===== src/rtl/ufm_store_ctrl_if.sv =====
// Handshake bundle between a store requester / flash pins and the UFM store controller.
interface ufm_store_ctrl_if;
   logic       start;
   logic       ufmbusyn;
   logic       ufmfail;
   logic       storen;
   logic       busy;
   logic       done;
   logic       err;
   logic [1:0] err_code;

   modport master (
      output start, ufmbusyn, ufmfail,
      input  storen, busy, done, err, err_code
   );

   modport slave (
      input  start, ufmbusyn, ufmfail,
      output storen, busy, done, err, err_code
   );
endinterface


===== src/rtl/ufm_store_ctrl.sv =====
// UFM store sequencer: issues a timed STOREN strobe, then tracks the flash busy
// handshake with timeouts and fail detection, reporting DONE/ERR per operation.
module ufm_store_ctrl #(
   parameter int PULSE_CYC    = 120,
   parameter int BUSY_TO_CYC  = 400,
   parameter int READY_TO_CYC = 1000
) (
   input logic              clk,
   input logic              rstn,
   ufm_store_ctrl_if.slave  bus
);

   typedef enum logic [2:0] {
      IDLE,
      PULSE,
      WAIT_BUSY,
      WAIT_READY,
      FINISH
   } state_t;

   localparam logic [15:0] PULSE_LAST    = 16'(PULSE_CYC - 1);
   localparam logic [15:0] BUSY_TO_LAST  = 16'(BUSY_TO_CYC - 1);
   localparam logic [15:0] READY_TO_LAST = 16'(READY_TO_CYC - 1);

   state_t      state;
   logic [15:0] cnt;
   logic [15:0] cnt_inc;
   logic        busy_meta, busy_s;
   logic        fail_meta, fail_s;
   logic        storen_q, busy_q, done_q, err_q;
   logic [1:0]  err_code_q;

   // Both flash flags are asynchronous; reset values match an idle, healthy flash.
   always_ff @(posedge clk) begin
      if (!rstn) begin
         busy_meta <= 1'b1;
         busy_s    <= 1'b1;
         fail_meta <= 1'b0;
         fail_s    <= 1'b0;
      end else begin
         busy_meta <= bus.ufmbusyn;
         busy_s    <= busy_meta;
         fail_meta <= bus.ufmfail;
         fail_s    <= fail_meta;
      end
   end

   assign cnt_inc = (cnt == 16'hFFFF) ? cnt : cnt + 16'd1;

   always_ff @(posedge clk) begin
      if (!rstn) begin
         state      <= IDLE;
         cnt        <= 16'd0;
         storen_q   <= 1'b1;
         busy_q     <= 1'b0;
         done_q     <= 1'b0;
         err_q      <= 1'b0;
         err_code_q <= 2'b00;
      end else begin
         done_q <= 1'b0;
         case (state)
            IDLE: begin
               if (bus.start && busy_s) begin
                  state      <= PULSE;
                  cnt        <= 16'd0;
                  storen_q   <= 1'b0;
                  busy_q     <= 1'b1;
                  err_q      <= 1'b0;
                  err_code_q <= 2'b00;
               end
            end
            PULSE: begin
               if (cnt == PULSE_LAST) begin
                  state    <= WAIT_BUSY;
                  cnt      <= 16'd0;
                  storen_q <= 1'b1;
               end else begin
                  cnt <= cnt_inc;
               end
            end
            // A fail indication outranks both a busy edge and a timeout.
            WAIT_BUSY: begin
               if (fail_s) begin
                  state      <= FINISH;
                  cnt        <= 16'd0;
                  done_q     <= 1'b1;
                  err_q      <= 1'b1;
                  err_code_q <= 2'b11;
               end else if (!busy_s) begin
                  state <= WAIT_READY;
                  cnt   <= 16'd0;
               end else if (cnt == BUSY_TO_LAST) begin
                  state      <= FINISH;
                  cnt        <= 16'd0;
                  done_q     <= 1'b1;
                  err_q      <= 1'b1;
                  err_code_q <= 2'b01;
               end else begin
                  cnt <= cnt_inc;
               end
            end
            WAIT_READY: begin
               if (fail_s) begin
                  state      <= FINISH;
                  cnt        <= 16'd0;
                  done_q     <= 1'b1;
                  err_q      <= 1'b1;
                  err_code_q <= 2'b11;
               end else if (busy_s) begin
                  state  <= FINISH;
                  cnt    <= 16'd0;
                  done_q <= 1'b1;
               end else if (cnt == READY_TO_LAST) begin
                  state      <= FINISH;
                  cnt        <= 16'd0;
                  done_q     <= 1'b1;
                  err_q      <= 1'b1;
                  err_code_q <= 2'b10;
               end else begin
                  cnt <= cnt_inc;
               end
            end
            FINISH: begin
               state  <= IDLE;
               cnt    <= 16'd0;
               busy_q <= 1'b0;
            end
            default: begin
               state    <= IDLE;
               cnt      <= 16'd0;
               storen_q <= 1'b1;
               busy_q   <= 1'b0;
            end
         endcase
      end
   end

   assign bus.storen   = storen_q;
   assign bus.busy     = busy_q;
   assign bus.done     = done_q;
   assign bus.err      = err_q;
   assign bus.err_code = err_code_q;

endmodule


===== src/flat_wrapper.sv =====
// flat-port wrapper written by rule: the top's interface ports become plain ports
module ufm_store_ctrl_flat 
#(
   parameter int PULSE_CYC    = 120,
   parameter int BUSY_TO_CYC  = 400,
   parameter int READY_TO_CYC = 1000
)
  (clk, rstn, bus_start, bus_ufmbusyn, bus_ufmfail, bus_storen, bus_busy, bus_done, bus_err, bus_err_code);
  ufm_store_ctrl_if bus_i ();
  input logic clk;
  input logic rstn;
  input wire logic [$bits(bus_i.start)-1:0] bus_start;
  input wire logic [$bits(bus_i.ufmbusyn)-1:0] bus_ufmbusyn;
  input wire logic [$bits(bus_i.ufmfail)-1:0] bus_ufmfail;
  output wire logic [$bits(bus_i.storen)-1:0] bus_storen;
  output wire logic [$bits(bus_i.busy)-1:0] bus_busy;
  output wire logic [$bits(bus_i.done)-1:0] bus_done;
  output wire logic [$bits(bus_i.err)-1:0] bus_err;
  output wire logic [$bits(bus_i.err_code)-1:0] bus_err_code;
  assign bus_i.start = bus_start;
  assign bus_i.ufmbusyn = bus_ufmbusyn;
  assign bus_i.ufmfail = bus_ufmfail;
  assign bus_storen = bus_i.storen;
  assign bus_busy = bus_i.busy;
  assign bus_done = bus_i.done;
  assign bus_err = bus_i.err;
  assign bus_err_code = bus_i.err_code;
  ufm_store_ctrl #(.PULSE_CYC(PULSE_CYC), .BUSY_TO_CYC(BUSY_TO_CYC), .READY_TO_CYC(READY_TO_CYC)) u_core (.clk(clk), .rstn(rstn), .bus(bus_i));
endmodule

===== config.mk =====
export PLATFORM = sky130hd
export DESIGN_NAME = ufm_store_ctrl_flat
export DESIGN_NICKNAME = d
export VERILOG_FILES = /design/src/rtl/ufm_store_ctrl_if.sv /design/src/rtl/ufm_store_ctrl.sv /design/src/flat_wrapper.sv
export SDC_FILE = /design/constraint.sdc
export NUM_CORES = 1
export LEC_CHECK = 0
export BUFFER_PORTS_ARGS = -buffer_cell sky130_fd_sc_hd__buf_4
export CORE_UTILIZATION = 48
export DETAILED_ROUTE_END_ITERATION = 7
export GPL_TIMING_DRIVEN = 0
export PLACE_DENSITY = 0.73
export SLEW_MARGIN = 10
export SYNTH_ARGS = -nofsm -noshare
export SYNTH_HDL_FRONTEND = slang
export SYNTH_SLANG_ARGS = --single-unit

===== constraint.sdc =====
create_clock -name clk -period 2.15 [get_ports clk]
set_clock_uncertainty 0.1 [all_clocks]
set_input_delay 0.1075 -clock clk [delete_from_list [all_inputs] [get_ports clk]]
set_output_delay 0.1075 -clock clk [all_outputs]
set_load 0.02 [all_outputs]

==> summary.txt <==
critical path fanouts, max -> 5
source of the critical timing path -> u_core.cnt[10]$_SDFFE_PN0P_
average wire per standard cell -> 14.2 µm
Top-Level Pins -> 11
DPL Wire Length -> 2600 µm
Cell variety after synth -> 45
IO Port Bufs -> 10
first-pass iteration count of the detailed router -> 4
minimum clock period after layout -> 2160 ps
ANT nets after route -> 0
FF-to-FF Start -> u_core.cnt[10]$_SDFFE_PN0P_
number of fill cells in the layout -> 251
standard cell with the maximum stage delay on the critical path -> sky130_fd_sc_hd__or4_4
count of flip-flops with a built-in enable after synthesis -> 0
most frequently used flop master after synthesis -> sky130_fd_sc_hd__dfxtp_1
violated checks -> setup timing
post-layout net count -> 233
clock tree buffer depth -> 2
top cells by area in the synthesized netlist -> sky130_fd_sc_hd__dfxtp_1, sky130_fd_sc_hd__nand2_1, sky130_fd_sc_hd__a21oi_1
maximum cell stage delay along the critical path -> 530 ps
row count -> 20
share of the synthesized area in the top cell type -> 36.7%
global-route wire length before repair -> 6040 µm
maximum number of pins on one net before global-route repair -> 11
Starting Density -> 51.3%
Starting DRT DRC Count -> 95
worst path arrival time -> 2270 ps
share of the yosys chip area belonging to registers -> 36.7%
switch share -> 29.0%
type of the worst min-delay path -> primary input to flip-flop
Clock Tree Root -> sky130_fd_sc_hd__clkbuf_4
unrepaired setup endpoints after global routing -> true
area leader, netlist -> sky130_fd_sc_hd__dfxtp_1
antenna diode count -> 0
P_sw -> 0.000402 W
Clock Pin Slew Worst Setup and Hold Paths -> 100 ps
Die H -> 59.4 µm
internal power summed over all cells -> 0.000983 W
Non-Filler Instances -> 272
via count of the first global-routing pass -> 1354
critical path required time -> 2260 ps
antenna violations before repair -> 0
H-tree depth reported by CTS -> 2
number of DRC violations after detailed routing -> 0
fraction of final layout cells with drive strength greater than 1 -> 25.0%
Mapped Area -> 0.00158 mm²
final cycle utilization of the critical path -> 101%
ys async rst share -> 0%
clock buffer count from CTS -> 5
final wirelength -> 3880 µm
max-slew violations -> 0
startpoint types -> flip-flop
DP Area -> 0.00171 mm²
leakage component of the power -> 0.721 nW
Syn-to-layout area delta -> 26.5%
number of vias after detailed routing -> 1621
hold violation count in the final report -> 0
Rel. slew slack -> 66.8%
Synth Area per Inst -> 7.75 µm²
post-synthesis mux area share -> 3.88%
complex-gate fraction of the synthesized area -> 21.0%
Worst path top cell family by delay -> simple AND/OR/NAND/NOR gates
fin worst setup slack -> -11.4 ps
Seq cells post-synth -> 29
type of destination of the critical path -> flip-flop
Mapped Cells -> 204
FMAX -> 0.463 GHz
share of synthesized cell area in full adder, half adder and majority cells -> 0.792%
origin of the worst min-delay path -> rstn
Max Cap Violations -> 0
Sequential Power Share -> 42.8%
Die Footprint -> 0.00353 mm²
dpl cells -> 258
fraction of power consumed by the clock network -> 34.2%
crit path cell chain -> or4_4, nor4_4, a211o_1, a31oi_4, buf_6, o21ai_0, a31oi_1
count of warnings emitted by yosys -> 0
main combinational cell family by area after synthesis -> simple AND/OR/NAND/NOR gates
clock net sink count -> 29
worst slew pin tran -> 499 ps
Post-Synth Simple-Gate Area -> 33.0%
count of final setup violators -> 1
area of the placeable core -> 0.00308 mm²
Top reg by flops -> u_core.cnt
net count after synthesis -> 210
weighted congestion at the end of routability-driven global placement -> 0.894
global-route total usage across every layer -> 23.0%
Peak VDD IR -> 0.388 mV
clk_lat worst skew -> 330 ps
max FFs per register -> 16
critical path class -> flip-flop to flip-flop
cell area after layout -> 0.00200 mm²
post-synthesis xor/xnor area fraction -> 0%
number of buffer and inverter instances along the worst setup path -> 1
combinational cell fraction of total power -> 23.0%
ratio of routed vias to standard cells -> 5.96
x dimension of the die -> 59.4 µm
total gr overflow -> 0
PD cells -> 693 mW/mm²
clock tree from TritonCTS -> done
run status -> finished, violations left
[final timing paths]
check / end / slack (ps) / cells past startpoint
setup / recovery: u_core.cnt[7]$_SDFFE_PN0P_ / -10 / 7
hold reg to reg: u_core.busy_s$_SDFF_PN1_ / 310 / 1
setup reg to reg: u_core.cnt[7]$_SDFFE_PN0P_ / -10 / 7
hold / removal: u_core.bus.busy$_SDFFE_PN0P_ / 20 / 3
[placed cells by master, fill, tap and decap left out, drive strengths merged, types with 2 or more instances in the layout]
master       count
a21oi           19
a31oi            9
and2             3
and3             4
buf             19
clkbuf          12
dfxtp           29
dlygate4sd3      3
inv              7
mux2i            5
nand2           26
nand2b           7
nand3           15
nand4            4
nor2            15
nor3             5
nor3b            2
nor4             2
nor4bb           2
o211ai           2
o21ai           11
o31ai            2
or2              4
or3              2
or4              2
[area by class of cell]
cell class                 count  area (µm²)  share of cell area, %
clock buffer                   7        55.1                   2.75
tap                           44        55.1                   2.75
multi-input combinational    157        1040                   52.0
timing repair buffer          20         161                   8.07
inverter                       7        26.3                   1.31
buffer                         7        42.5                   2.13
clock inverter                 1        30.0                   1.50
sequential                    29         589                   29.5
[through the flow]
step / setup slack, ps / hold slack, ps / power (W) / utilization, % / TNS [ps]
final: -11.4 / 17.3 / 0.00139 / 65.0 / -11.4
after global routing: -99.4 / 34.3 / 0.00145 / 65.0 / -836
after CTS: 20.6 / 3.48 / 0.00133 / 60.7 / 0
after detailed placement: -196 / 198 / 0.000842 / 55.6 / -2310
after global placement: -181 / 190 / 0.000839 / 55.6 / -2010
after floorplan: 73.8 / 109 / 0.000776 / - / 0
[power groups by stage]
stage / combinational, W / clock (W) / sequential, W
finish: 0.000319 / 0.000473 / 0.000593
global route: 0.000348 / 0.000505 / 0.000597
CTS: 0.000267 / 0.000483 / 0.000581
detailed placement: 0.000254 / 0 / 0.000588
global placement: 0.000252 / 0 / 0.000587
floorplan: 0.000180 / 0 / 0.000595
[cell families (layout without fill, tap and decap cells)]
| family | count (synthesis) | after routing |
|---|---|---|
| buf+inv | 18 | 42 |
| mux | 6 | 6 |
| compound gates | 53 | 53 |
| flops | 29 | 29 |
| fa+ha+maj | 1 | 1 |
| simple gates | 97 | 97 |
[repair_timing]
| action | CTS | global route |
|---|---|---|
| hold endpoints to repair | 3 | 0 |
| cloned | 0 | 1 |
| setup endpoints to repair | 18 | 17 |
| gates resized for setup | 8 | 29 |
| setup buffers | 1 | 5 |
| pin swaps | 1 | 8 |
| hold buffers | 3 | 0 |
[worst min-delay path: cells and delay by family]
kind,cells,cell delay [ps]
AND/OR/NAND/NOR,2,190
buffers and inverters,1,110
[synth_stat cells (5+ instances only)]
cell and instances:
sky130_fd_sc_hd__nand2b_1 7, sky130_fd_sc_hd__nand3_1 15, sky130_fd_sc_hd__a31oi_1 9, sky130_fd_sc_hd__nand2_1 26, sky130_fd_sc_hd__mux2i_1 5, sky130_fd_sc_hd__dfxtp_1 29, sky130_fd_sc_hd__a21oi_1 19, sky130_fd_sc_hd__nor3_1 5
sky130_fd_sc_hd__nor2_1 15, sky130_fd_sc_hd__o21ai_0 11, sky130_fd_sc_hd__inv_1 7, sky130_fd_sc_hd__clkbuf_1 6
[per-layer routing]
metal	up-vias	track usage, %	routed length (µm)
li1	793	-	-
met1	750	29.5	1760
met2	67	34.7	1780
met3	11	6.99	247
met4	0	11.6	84
met5	-	0	0
(Power assumes the default switching activity.)
